===== src/rtl/egg_timer_pkg.sv =====
// Shared constants for the egg timer display path: segment patterns,
// digit count and the all-anodes-off value.
package egg_timer_pkg;

  localparam int          DIGIT_COUNT = 4;
  localparam logic [7:0]  AN_OFF      = 8'hFF;

  // Active-low cathodes, bit 0 = segment a .. bit 6 = segment g
  localparam logic [6:0]  SEG_0     = 7'b1000000;
  localparam logic [6:0]  SEG_1     = 7'b1111001;
  localparam logic [6:0]  SEG_2     = 7'b0100100;
  localparam logic [6:0]  SEG_3     = 7'b0110000;
  localparam logic [6:0]  SEG_4     = 7'b0011001;
  localparam logic [6:0]  SEG_5     = 7'b0010010;
  localparam logic [6:0]  SEG_6     = 7'b0000010;
  localparam logic [6:0]  SEG_7     = 7'b1111000;
  localparam logic [6:0]  SEG_8     = 7'b0000000;
  localparam logic [6:0]  SEG_9     = 7'b0010000;
  localparam logic [6:0]  SEG_DASH  = 7'b0111111;
  localparam logic [6:0]  SEG_BLANK = 7'b1111111;

endpackage


===== src/rtl/bcd_to_seg.sv =====
// Combinational BCD digit to active-low seven-segment pattern; non-decimal
// codes show a dash.
module bcd_to_seg
  import egg_timer_pkg::*;
(
  input  logic [3:0] bcd,
  output logic [6:0] seg
);

  // Pattern lookup
  always_comb begin
    seg = SEG_DASH;
    case (bcd)
      4'd0:    seg = SEG_0;
      4'd1:    seg = SEG_1;
      4'd2:    seg = SEG_2;
      4'd3:    seg = SEG_3;
      4'd4:    seg = SEG_4;
      4'd5:    seg = SEG_5;
      4'd6:    seg = SEG_6;
      4'd7:    seg = SEG_7;
      4'd8:    seg = SEG_8;
      4'd9:    seg = SEG_9;
      default: seg = SEG_DASH;
    endcase
  end

endmodule


===== src/rtl/seg_scan.sv =====
// Four-digit multiplexed seven-segment scanner with frame capture and blink.
// Optional macro SEG_LEADING_ZERO_BLANK_EN blanks a zero minute_tens digit.
module seg_scan
  import egg_timer_pkg::*;
#(
  parameter int REFRESH_DIV = 200000,
  parameter int BLINK_TICKS = 250
) (
  input  logic       clk,
  input  logic       reset,
  input  logic [3:0] second_ones,
  input  logic [3:0] second_tens,
  input  logic [3:0] minute_ones,
  input  logic [3:0] minute_tens,
  input  logic       done,
  output logic [7:0] an,
  output logic [6:0] seg,
  output logic       dp
);

  localparam int PRE_W = $clog2(REFRESH_DIV);
  localparam int BLK_W = $clog2(BLINK_TICKS + 1);
  localparam int IDX_W = $clog2(DIGIT_COUNT);

  logic [PRE_W-1:0] pre_cnt_r;
  logic [IDX_W-1:0] idx_r;
  logic [15:0]      frame_r;
  logic             done_r;
  logic [BLK_W-1:0] blink_cnt_r;
  logic             blink_on_r;

  logic             tick_s;
  logic             capture_s;
  logic [3:0]       digit_s;
  logic [6:0]       dec_seg_s;
  logic             blank_s;
  logic [7:0]       an_s;
  logic             dp_s;

  assign tick_s    = (pre_cnt_r == PRE_W'(REFRESH_DIV - 1));
  // Only the tick that wraps the index back to 0 samples the inputs
  assign capture_s = tick_s && (idx_r == IDX_W'(DIGIT_COUNT - 1));

  // Prescaler, digit index, frame capture and blink timing
  always_ff @(posedge clk) begin
    if (reset) begin
      pre_cnt_r   <= '0;
      idx_r       <= '0;
      frame_r     <= 16'h0000;
      done_r      <= 1'b0;
      blink_cnt_r <= '0;
      blink_on_r  <= 1'b1;
    end else begin
      if (tick_s) begin
        pre_cnt_r <= '0;
        idx_r     <= idx_r + IDX_W'(1);
      end else begin
        pre_cnt_r <= pre_cnt_r + PRE_W'(1);
      end
      if (capture_s) begin
        frame_r <= {minute_tens, minute_ones, second_tens, second_ones};
        done_r  <= done;
      end
      if (capture_s && !done) begin
        blink_cnt_r <= '0;
        blink_on_r  <= 1'b1;
      end else if (tick_s && done_r) begin
        if (blink_cnt_r == BLK_W'(BLINK_TICKS - 1)) begin
          blink_cnt_r <= '0;
          blink_on_r  <= ~blink_on_r;
        end else begin
          blink_cnt_r <= blink_cnt_r + BLK_W'(1);
        end
      end
    end
  end

  // Select the frame digit for the active slot
  always_comb begin
    digit_s = 4'h0;
    case (idx_r)
      2'd0:    digit_s = frame_r[3:0];
      2'd1:    digit_s = frame_r[7:4];
      2'd2:    digit_s = frame_r[11:8];
      2'd3:    digit_s = frame_r[15:12];
      default: digit_s = 4'h0;
    endcase
  end

  bcd_to_seg u_bcd_to_seg (
    .bcd (digit_s),
    .seg (dec_seg_s)
  );

  // Next display values: anode select, blanking and separator
  always_comb begin
    blank_s = 1'b0;
    an_s    = AN_OFF;
    dp_s    = 1'b1;
    if (done_r && !blink_on_r) begin
      blank_s = 1'b1;
    end else begin
      blank_s = 1'b0;
    end
`ifdef SEG_LEADING_ZERO_BLANK_EN
    if ((idx_r == 2'd3) && (frame_r[15:12] == 4'h0)) begin
      blank_s = 1'b1;
    end else begin
      blank_s = blank_s;
    end
`endif
    if (blank_s) begin
      an_s = AN_OFF;
      dp_s = 1'b1;
    end else begin
      an_s = AN_OFF & ~(8'h01 << idx_r);
      dp_s = (idx_r == 2'd2) ? 1'b0 : 1'b1;
    end
  end

  // Registered display outputs
  always_ff @(posedge clk) begin
    if (reset) begin
      an  <= AN_OFF;
      seg <= SEG_BLANK;
      dp  <= 1'b1;
    end else begin
      an  <= an_s;
      seg <= dec_seg_s;
      dp  <= dp_s;
    end
  end

endmodule


===== config.mk =====
export PLATFORM = sky130hd
export DESIGN_NAME = seg_scan
export DESIGN_NICKNAME = d
export VERILOG_FILES = /design/src/rtl/egg_timer_pkg.sv /design/src/rtl/bcd_to_seg.sv /design/src/rtl/seg_scan.sv
export SDC_FILE = /design/constraint.sdc
export NUM_CORES = 1
export LEC_CHECK = 0
export ABC_AREA = 1
export CORE_ASPECT_RATIO = 0.9
export CORE_UTILIZATION = 35
export CTS_BUF_LIST = sky130_fd_sc_hd__clkbuf_8
export DETAILED_ROUTE_END_ITERATION = 6
export PLACE_DENSITY = 0.65
export SYNTH_ARGS = -nofsm -noshare
export SYNTH_HDL_FRONTEND = slang
export SYNTH_SLANG_ARGS = --single-unit

===== constraint.sdc =====
create_clock -name clk -period 1.7 [get_ports clk]
set_input_delay 0.255 -clock clk [delete_from_list [all_inputs] [get_ports clk]]
set_output_delay 0.255 -clock clk [all_outputs]
set_load 0.02 [all_outputs]

**Yosys cells after proc, flatten, opt, wreduce, memory -nomap -nowiden**

Memory sizes are Yosys's and may differ from the RTL's. A register that Yosys moved wholly into a read port is not among the register bits.
Index checks and enable logic that the tools add are counted.

- Magnitude comparators: 0
- Multipliers: 0
- Mux-type cells: 4
- Equality and inequality tests: 5
- Shift operators: 1
- Reduce and logical (&&, ||, !) cells: 11
- Add/sub/neg operators: 3
- Divide/modulo/power cells: 0
- Bitwise gates (word level): 2

Operator list:

| cell | number |
|---|---|
| $add 18x1->18 const B | 1 |
| $eq 18x18->1 const B | 1 |
| $pmux 4 s4 | 1 |
| $add 8x1->8 const B | 1 |
| $eq 8x8->1 const B | 1 |
| $mux 8 | 1 |
| $not 8->8 | 1 |
| $shl 1x2->8 const A | 1 |
| $reduce_or 2->1 | 3 |
| $eq 2x2->1 const B | 2 |
| $logic_and 1x1->1 | 4 |
| $add 2x1->2 const B | 1 |
| $eq 2x1->1 const B | 1 |
| $logic_not 1->1 | 2 |
| $logic_not 2->1 | 1 |
| $mux 1 | 2 |
| $reduce_and 2->1 | 1 |
| $not 1->1 | 1 |

- Latch bits: 0
- Memories kept: 1
- Input port bits: 19
- Output and inout bits: 16
- Word-level logic and storage cells: 35
- Register bits: 55
- ROM bits: 112
- Memory bits (writable): 0

Memories:

| name | depth | width | read ports | clocked after memory_dff | wr ports | RTL line | RTL |
|---|---|---|---|---|---|---|---|
| (name not given) | 16 | 7 | 1 | 1 | 0 | bcd_to_seg.sv:13 | `case (bcd)` |

**Logic depth before layout (Yosys ltp)**

Gate-level depths: netlist (run 1).

- Depth in word-level cells: 4
- Mapped depth: 12
- Mapped depth without buffers: 12

**Hierarchy**

From an unflattened synthesis (run 1), not the netlist that was laid out.

- Cell total of the unflattened synthesis: 407
- Area total of the unflattened synthesis: 2,891.5 sq um

Modules (own cells, without submodules):

| module | instances | sequential area each (sq um) | area an instance (sq um) | cells each |
|---|---|---|---|---|
| seg_scan | 1 | 1,141.1 | 2,705.1 | 372 |
| bcd_to_seg | 1 | 0.0 | 186.4 | 35 |

**Least setup slack after synthesis (run 1)**

No wires, ideal clock.

- Kind: reg2reg
- Start: reg idx_r[0]
- End: reg seg[5]
- Stages on the path, launching flop included: 9
- Arrival: 1,479 ps
- Period minus slack after synthesis: 1,605 ps
- Slack: 95 ps
- Library setup time: 125 ps
- Path through: dfxtp_1 inv_1 ha_1 inv_2 nand2_1 o22ai_1 inv_2 a21oi_2 o21ai_1

- Longest elaborated chain between the ends: 2
- Elaborated cells on any way between the ends: 5
- Classes of those cells: 3 x eq/ne; 1 x mux; 1 x reduce/logical

RTL lines:

| element | RTL line | RTL |
|---|---|---|
| start: declaration | seg_scan.sv:26 | `logic [IDX_W-1:0] idx_r;` |
| start signal: assignment | seg_scan.sv:56 | `idx_r <= idx_r + IDX_W'(1);` |
| $eq 2x2->1, or another cell as far along | seg_scan.sv:81 | `case (idx_r)` |
| $pmux 4 s4 * | seg_scan.sv:81 |  |
| end: declaration | seg_scan.sv:17 | `output logic [6:0] seg,` |

Every way passes the cells marked *; elsewhere a longest branch is shown, timed or not.
A chain may end at the register's enable or synchronous reset.

**Worst setup path in the final report (run 1)**

- Start: reg idx_r[0]
- End: reg seg[0]

The elaborated chain is that of the path after synthesis.

==> results.toml, run 1 <==
[final_layout]
final_common_cell = "nand2_1"
drive_above_1_share_pct = 17.0
antenna_cells = 0
area_growth_pct = 28.9
fill_cells = 776
final_cells = 560
nets = 489
final_cell_mix = "nand2_1 (101), dfxtp_1 (55), nor2_1 (52)"

[synth]
synth_compound_area_share_pct = 11.1
postSynthCellCount = 407
syn_area_um2 = 2860
yosys_warnings = 0
synth.mux.area_fraction_pct = 0
ys_seq_area_share_pct = 39.9
yosys.area_share.simple_pct = 32.9
synth_adder_area_share_pct = 4.81
synth_cell_types = 33
avgSynthCellArea_um2 = 7.03
synth-xor-area-share_pct = 2.14
synth-seq-cells = 57
synth_top_family_by_area = "simple AND/OR/NAND/NOR gates"

[placement]
place_inst = 537
numPortBuffers = 30
place.gp.congestion = 0.834
dp_slack_ns = -0.0458
dp_hpwl_um = 4460

[clock_tree]
cts_tree = "yes"
clkLatencyLatePin_ns = 0.34
max-clock-path-buffers = 2
cts_max_level = 3
clk_pin_slew_worst_paths_ns = 0.06
numCtsBuffers = 9
ctsHoldBuffers = 0
root_buffer = "clkbuf_8"
clkSinkCount = 57

[route]
drtIter0Drc = 63
ant_nets = 0
viasPerCell = 4.73
num_vias = 2651
wl_met1_um = 3160
routed_wl_um = 6270
drc = 0
dr.pass1.iters = 4
wl_per_cell_um = 11.2
routed-wl-met3_um = 232
highest_layer = "met4"
wl_met2_um = 2800

[sta]
setup_ws_ns = 0.111
min_period_over_period_pct = 93.5
fin_setup_tns_ns = 0
slew_violations = 0
fmax_mhz = 629
fin_skew_ns = 0.00808
final-hold-violation-count = 0
setup_violations = 0
rsz0062_at_grt = "true"
period_minus_slack_ns = 1.59

[hold_path]
holdCritPathClass = "reg2reg"
hold_depth = 1
whs_endpoint = "pre_cnt_r[0]"
worstHoldStart = "pre_cnt_r[0]"

[global_routing]
antenna_found_initial = 0
grt_max_degree = 18
grt_pass1_vias = 2346
grt_first_pass_wirelength_um = 10300
grt-ovfl-total = 0
globalRouteTotalUtil_pct = 15.1

[worst_setup_path]
r2r_end = "seg[0]"
startpoint_type = "flip-flop"
critPathMaxFanout = 5
r2r_cells = 12
timing.rr.start = "idx_r[0]"
required_ns = 1.93
cp.arrival_ns = 1.82
worst-setup-path-type = "reg2reg"
r2r_slack_ns = 0.11
end_kind = "flip-flop"

[floorplanning]
io_pins = 35
initial_core_util_pct = 37.0
die-area_um2 = 8540
core_area_um2 = 7730
fp.dieH_um = 87.8
dieWidth_um = 97.3
rows = 30

[power_and_ir_drop]
power.density_nw_per_um2 = 756
vdd_ir_drop_max_mv = 0.412
p_leak_nw = 1.47

[run]
cap_violations = 0

[run_status]
status = "finished, final reports clean"
==> report_power, final <==
| group | switching (W) | leakage, nW | internal, W | total (W) |
|---|---|---|---|---|
| clock | 0.000514 | 0.115 | 0.000783 | 0.00130 |
| combinational | 0.0000663 | 0.891 | 0.0000702 | 0.000136 |
| sequential | 0.00000605 | 0.464 | 0.00135 | 0.00135 |
==> cells by family after synthesis <==
group | count (synthesis)
buffers and inverters | 56
xor gates and xnor gates | 7
and+or+nand+nor | 213
DFF | 57
AOI/OAI and AO/OA | 62
adders and majority gates | 11
other | 1
==> synth_stat cells (all sizes together) <==
| master | n | area share, % |
|---|---|---|
| xor2 | 5 | 1.5 |
| nand3b | 2 | 0.52 |
| buf | 12 | 3.2 |
| o21bai | 1 | 0.26 |
| ha | 11 | 4.8 |
| xnor2 | 2 | 0.61 |
| o22ai | 1 | 0.22 |
| dfxtp | 57 | 40 |
| or2 | 1 | 0.22 |
| clkbuf | 2 | 0.26 |
| nor2 | 62 | 9.0 |
| inv | 42 | 5.5 |
| nand4 | 5 | 1.3 |
| nor3b | 2 | 0.70 |
| conb | 1 | 0.13 |
| o21ai | 23 | 4.0 |
| nand2 | 107 | 15 |
| nand3 | 29 | 5.6 |
| a21oi | 37 | 6.6 |
| nor3 | 5 | 0.87 |
==> registers in the layout, indices dropped and copies added, names as in the netlist <==
name and count:
an 3, blink_cnt_r 8, blink_on_r 1, done_r 1
dp 1, frame_r 16, idx_r 2, pre_cnt_r 18
seg 7
==> cell type report <==
class                   count  area, µm²  area share [%]
clock buffers              12        165            4.48
repair buffers             51        462            12.5
inverters                  42        163            4.41
multi-input cells         298       1590            43.0
flip-flops and latches     57       1150            31.2
clock inverters             4       42.5            1.15
well taps                  96        120            3.26
==> per-layer routing <==
layer | GRT usage [%] | vias to the layer above
li1 | - | 1395
met1 | 19.3 | 1206
met2 | 23.5 | 44
met3 | 4.39 | 6
met4 | 7.35 | 0
met5 | 0 | -
==> repair_timing <==
item / CTS / global route
pin swaps: 0 / 7
gates resized for setup: 4 / 28
endpoints found under the hold margin: 0 / 0
cloned: 0 / 1
endpoints found under the setup margin: 4 / 46
buffers inserted: 0 / 6
==> through the flow <==
| stage | total power (W) | hold slack, ns | util [%] | cell area (µm²) |
|---|---|---|---|---|
| after floorplan | 0.00145 | 0.324 | - | 2870 |
| after global placement | 0.00152 | 0.432 | 42.7 | 3300 |
| after detailed placement | 0.00152 | 0.449 | 42.7 | 3300 |
| after CTS | 0.00282 | 0.465 | 45.5 | 3520 |
| after global routing | 0.00288 | 0.480 | 47.7 | 3690 |
| final | 0.00279 | 0.462 | 47.7 | 3690 |
==> worst max-delay path, cell delays in order, from the launching register on <==
cell,delay [ns]
dfxtp_4,0.38
inv_4,0.09
ha_4,0.16
nand2_1,0.05
nand2_1,0.06
nor2_1,0.04
nor2_2,0.19
inv_2,0.09
ha_1,0.20
nand2_1,0.06
nand2_1,0.05
nand2_1,0.05
nand2_1,0.05
==> worst max path at each step <==
stage | from | end | slack [ns]
floorplan | idx_r[0] | seg[5] | 0.1
global placement | idx_r[1] | seg[0] | 0.02
detailed placement | idx_r[1] | seg[0] | -0.05
CTS | idx_r[1] | seg[3] | 0.02
global route | idx_r[0] | seg[3] | -0.04
finish | idx_r[0] | seg[0] | 0.11
(Power assumes the default switching activity.)
==> run 2, diff against run 1 <==
- CORE_ASPECT_RATIO: 0.9 -> 1.1
==> run 2 against run 1 <==
Effect of this change:
- critical path depth shrank 4
- highest routed layer unchanged
- setup slack lost 0.0073 ns
- via count shrank 1.8%
- first-iteration DRC count grew 78%
- fmax shrank 0.46%
- core utilization shrank 1.2 points
- combinational power is essentially flat
- count of clock-buffer cells in the layout shrank 3
- routed wire length grew 0.18%
- flip-flop and latch count is the same
- sequential power is essentially flat
==> results.toml, run 2 (synthesis results as in run 1) <==
[floorplanning]
initial_core_util_pct = 36.1
core_area_um2 = 7910
die-area_um2 = 8540
io_pins = 35
fp.dieH_um = 96.8
dieWidth_um = 88.2
rows = 34

[power_and_ir_drop]
vdd_ir_drop_max_mv = 0.509
finalPower_w = 0.00300
p_leak_nw = 1.44
power.density_nw_per_um2 = 815

[clock_tree]
clk_pin_slew_worst_paths_ns = 0.07
clkSinkCount = 57
root_buffer = "clkbuf_8"
cts_max_level = 3
numCtsBuffers = 9
max-clock-path-buffers = 2
cts_tree = "yes"
clkLatencyLatePin_ns = 0.33

[final_layout]
antenna_cells = 0
drive_above_1_share_pct = 15.9
multi_input_area_um2 = 1560
area_growth_pct = 28.5
top_regs = "pre_cnt_r (18), frame_r (16), blink_cnt_r (8)"
largest-register = "pre_cnt_r"
final_common_cell = "nand2_1"
fill_cells = 797
finish.instance_area_um2 = 3680
nets = 484
largest_register_ffs = 18
seqCellArea_um2 = 1150
final_cell_mix = "nand2_1 (102), dfxtp_1 (55), nor2_1 (50)"

[worst_setup_path]
r2r_slack_ns = 0.10
cp.arrival_ns = 1.82
critPathBufInv = 2
cp_cell_sequence = "inv_2, ha_1, inv_2, or2_2, nand2_4, nand2_1, a21oi_4, o21ai_1"
required_ns = 1.92
cp_slowest_stage_delay_ns = 0.37
timing.rr.start = "idx_r[0]"
worstSetupPathDepth = 8
critPathMaxFanout = 9
endpoint = "seg[5]"
r2r_cells = 8
r2r_end = "seg[5]"
path_common_cell = "inv_2"
startpoint_type = "flip-flop"
path_delay_family = "simple AND/OR/NAND/NOR gates"
startpoint = "idx_r[0]"
end_kind = "flip-flop"
cp_slowest_cell = "dfxtp_4"
worst-setup-path-type = "reg2reg"

[sta]
slew_violations = 0
setup_violations = 0
final-hold-violation-count = 0
rsz0062_at_grt = "true"
fmax_mhz = 626
fin_skew_ns = 0.00860
min_period_over_period_pct = 93.9
whs_ns = 0.448
period_minus_slack_ns = 1.60
fin_setup_tns_ns = 0

[global_routing]
grt_first_pass_wirelength_um = 10800
globalRouteTotalUtil_pct = 15.9
antenna_found_initial = 0
grt_pass1_vias = 2525
grt-ovfl-total = 0
grt_max_degree = 18

[run_status]
status = "finished, final reports clean"

[route]
dr.pass1.iters = 6
wl_per_cell_um = 11.1
ant_nets = 0
drc = 0
num_vias = 2602
drtIter0Drc = 112
viasPerCell = 4.60
routed_wl_um = 6280

[placement]
post_dp_cell_area_um2 = 3320
numPortBuffers = 30
dp_hpwl_um = 4600
place.gp.congestion = 0.835

[hold_path]
holdCritPathClass = "reg2reg"
hold_depth = 1

[run]
cap_violations = 0
-- run 2: cell count changes in the layout (fill, tap and decap cells not counted), moves of 2 or more --
| cell | before | now |
|---|---|---|
| nor2_2 | 7 | 9 |
| buf_4 | 20 | 16 |
| nor2_1 | 52 | 50 |
| inv_4 | 2 | 0 |
| clkbuf_8 | 12 | 9 |
| bufinv_16 | 1 | 3 |
| nand2_2 | 3 | 1 |
-- run 2: cell type report --
type / count / area share [%]
multi-input cells: 297 / 42.5
flip-flops and latches: 57 / 31.2
repair buffers: 47 / 12.0
inverters: 42 / 4.29
well taps: 108 / 3.68
clock buffers: 9 / 3.37
clock inverters: 6 / 2.93
-- run 2: how the worst min path moves through the flow --
stage / startpoint / end / slack (ns)
CTS: pre_cnt_r[0] / pre_cnt_r[0] / 0.45
finish: pre_cnt_r[0] / pre_cnt_r[0] / 0.45
floorplan: reset / idx_r[0] / 0.32
global placement: pre_cnt_r[0] / pre_cnt_r[0] / 0.43
detailed placement: pre_cnt_r[0] / pre_cnt_r[0] / 0.44
global route: pre_cnt_r[0] / pre_cnt_r[0] / 0.49
-- run 2: stage by stage --
| step | cells | util, % | worst slack, ns |
|---|---|---|---|
| after floorplan | 410 | - | 0.0953 |
| after global placement | 549 | 42.0 | 0.0399 |
| after detailed placement | 549 | 42.0 | -0.00663 |
| after CTS | 564 | 45.0 | 0.00185 |
| after global routing | 566 | 46.5 | -0.0488 |
| final | 566 | 46.5 | 0.104 |
-- run 2: routing by layer --
| layer | track usage (%) | vias up | share of wire [%] |
|---|---|---|---|
| li1 | - | 1390 | - |
| met1 | 20.7 | 1170 | 48 |
| met2 | 25.3 | 33 | 47 |
| met3 | 3.67 | 9 | 2.9 |
| met4 | 6.08 | 0 | 1.2 |
| met5 | 0 | - | 0 |
-- run 2: worst register-to-register path: stages, from the launching register on --
cell,delay (ns)
dfxtp_4,0.37
inv_2,0.10
ha_1,0.17
inv_2,0.07
or2_2,0.30
nand2_4,0.12
nand2_1,0.11
a21oi_4,0.18
o21ai_1,0.08
-- run 2: where the power goes --
part	internal, W	total [W]	switching, W
Sequential	0.00135	0.00135	0.00000617
Clock	0.000960	0.00151	0.000547
Combinational	0.0000702	0.000137	0.0000668
-- run 2: timing repair --
| action | 4_1_cts | 5_1_grt |
|---|---|---|
| pin swaps | 0 | 6 |
| hold buffers | 0 | 0 |
| setup endpoints to repair | 2 | 42 |
| buffers inserted | 0 | 2 |
| resized for setup | 3 | 23 |
==> run 3, diff against run 2 <==
- TNS_END_PERCENT: unset -> 1
==> run 3 against run 2 <==
Effect of this change:
- core utilization shrank 0.57 points
- first-iteration DRC count shrank 13%
- routed wire length shrank 0.84%
- critical endpoint is now pre_cnt_r[8]
- cell count shrank 0.18%
- count of clock-buffer cells in the layout is the same
- critical path type unchanged
- design area shrank 1.2%
- setup slack lost 0.048 ns
- clock skew is essentially flat
- sequential power is essentially flat
- power grew 0.12%
==> results.toml, run 3 (synthesis results as in run 1) <==
[clock_tree]
root_buffer = "clkbuf_8"
clk_pin_slew_worst_paths_ns = 0.07
cts_tree = "yes"
max-clock-path-buffers = 2
numCtsBuffers = 9
cts_max_level = 3
ctsHoldBuffers = 0
clkSinkCount = 57
clkLatencyLatePin_ns = 0.33

[route]
drc = 0
dr.pass1.iters = 4
drtIter0Drc = 98
viasPerCell = 4.60
wl_per_cell_um = 11.0
ant_nets = 0
num_vias = 2601
routed_wl_um = 6230

[floorplanning]
core_area_um2 = 7910
initial_core_util_pct = 36.1
io_pins = 35
fp.dieH_um = 96.8
dieWidth_um = 88.2
die-area_um2 = 8540
rows = 34

[sta]
rsz0062_at_grt = "true"
min_period_over_period_pct = 96.7
fin_setup_tns_ns = 0
setup_violations = 0
slew_violations = 0
fin_skew_ns = 0.00849
period_minus_slack_ns = 1.64
final-hold-violation-count = 0
fmax_mhz = 608

[placement]
dp_hpwl_um = 4600
place.gp.congestion = 0.835
place_inst = 549
numPortBuffers = 30

[worst_setup_path]
cp.arrival_ns = 1.85
startpoint_type = "flip-flop"
required_ns = 1.91
critPathMaxFanout = 17
end_kind = "flip-flop"
worst-setup-path-type = "reg2reg"

[global_routing]
antenna_found_initial = 0
grt_first_pass_wirelength_um = 10800
grt-ovfl-total = 0
globalRouteTotalUtil_pct = 15.9
grt_max_degree = 18
grt_pass1_vias = 2525

[final_layout]
drive_above_1_share_pct = 15.8
nets = 483
antenna_cells = 0
fin_util_pct = 45.9
area_growth_pct = 26.9
final_cell_mix = "nand2_1 (102), dfxtp_1 (55), nor2_1 (50)"
final_cells = 565
final_common_cell = "nand2_1"
largest_register_ffs = 18
top_regs = "pre_cnt_r (18), frame_r (16), blink_cnt_r (8)"
largest-register = "pre_cnt_r"

[power_and_ir_drop]
vdd_ir_drop_max_mv = 0.509
power.density_nw_per_um2 = 826
p_leak_nw = 1.44
finalPower_w = 0.00300

[run_status]
status = "finished, final reports clean"

[hold_path]
holdCritPathClass = "reg2reg"

[run]
cap_violations = 0
==> run 3: final cells by class <==
| type | count | area [µm²] |
|---|---|---|
| fill | 807 | 4280 |
| clock inverter | 6 | 108 |
| multi-input combinational | 297 | 1540 |
| sequential | 57 | 1150 |
| timing repair buffer | 46 | 420 |
| tap | 108 | 135 |
| inverter | 42 | 158 |
| clock buffer | 9 | 124 |
==> run 3: critical path, cell delays in order, from the launching register on <==
cell and delay [ns]:
dfxtp_1 0.35, ha_1 0.19, nand3_1 0.12, nor2_2 0.22
nand3_2 0.20, nand2_2 0.33, nor2_1 0.10
==> run 3: metrics by stage <==
| stage | hold slack [ns] | worst slack [ns] | instance area (µm²) |
|---|---|---|---|
| after CTS | 0.450 | 0.00185 | 3560 |
| final | 0.448 | 0.0561 | 3630 |
| after floorplan | 0.324 | 0.0953 | 2870 |
| after global routing | 0.493 | -0.0959 | 3630 |
| after global placement | 0.433 | 0.0399 | 3320 |
| after detailed placement | 0.441 | -0.00663 | 3320 |
==> run 3: report_power, final <==
group          total [W]  leakage, nW  internal (W)  switching (W)
Sequential       0.00135        0.464       0.00135     0.00000617
Combinational   0.000136        0.857     0.0000697      0.0000663
Clock            0.00151        0.115      0.000960       0.000551
==> run 3: routing by layer <==
metal / GRT usage (%) / wire (µm)
met1: 20.7 / 3010
met4: 6.08 / 80
met2: 25.3 / 2930
met5: 0 / 0
met3: 3.67 / 206
==> run 3: timing repair <==
action / CTS / global route
buffers inserted: 0 / 1
endpoints found under the setup margin: 2 / 42
pin swaps: 0 / 6
gates resized for setup: 3 / 19
hold endpoints to repair: 0 / 0
==> run 3: worst paths after layout <==
path	slack [ns]	end	startpoint	cells past startpoint
hold reg to reg	0.45	pre_cnt_r[0]	pre_cnt_r[0]	1
hold / removal	0.45	pre_cnt_r[0]	pre_cnt_r[0]	1
setup / recovery	0.06	pre_cnt_r[8]	pre_cnt_r[0]	6
setup reg to reg	0.06	pre_cnt_r[8]	pre_cnt_r[0]	6
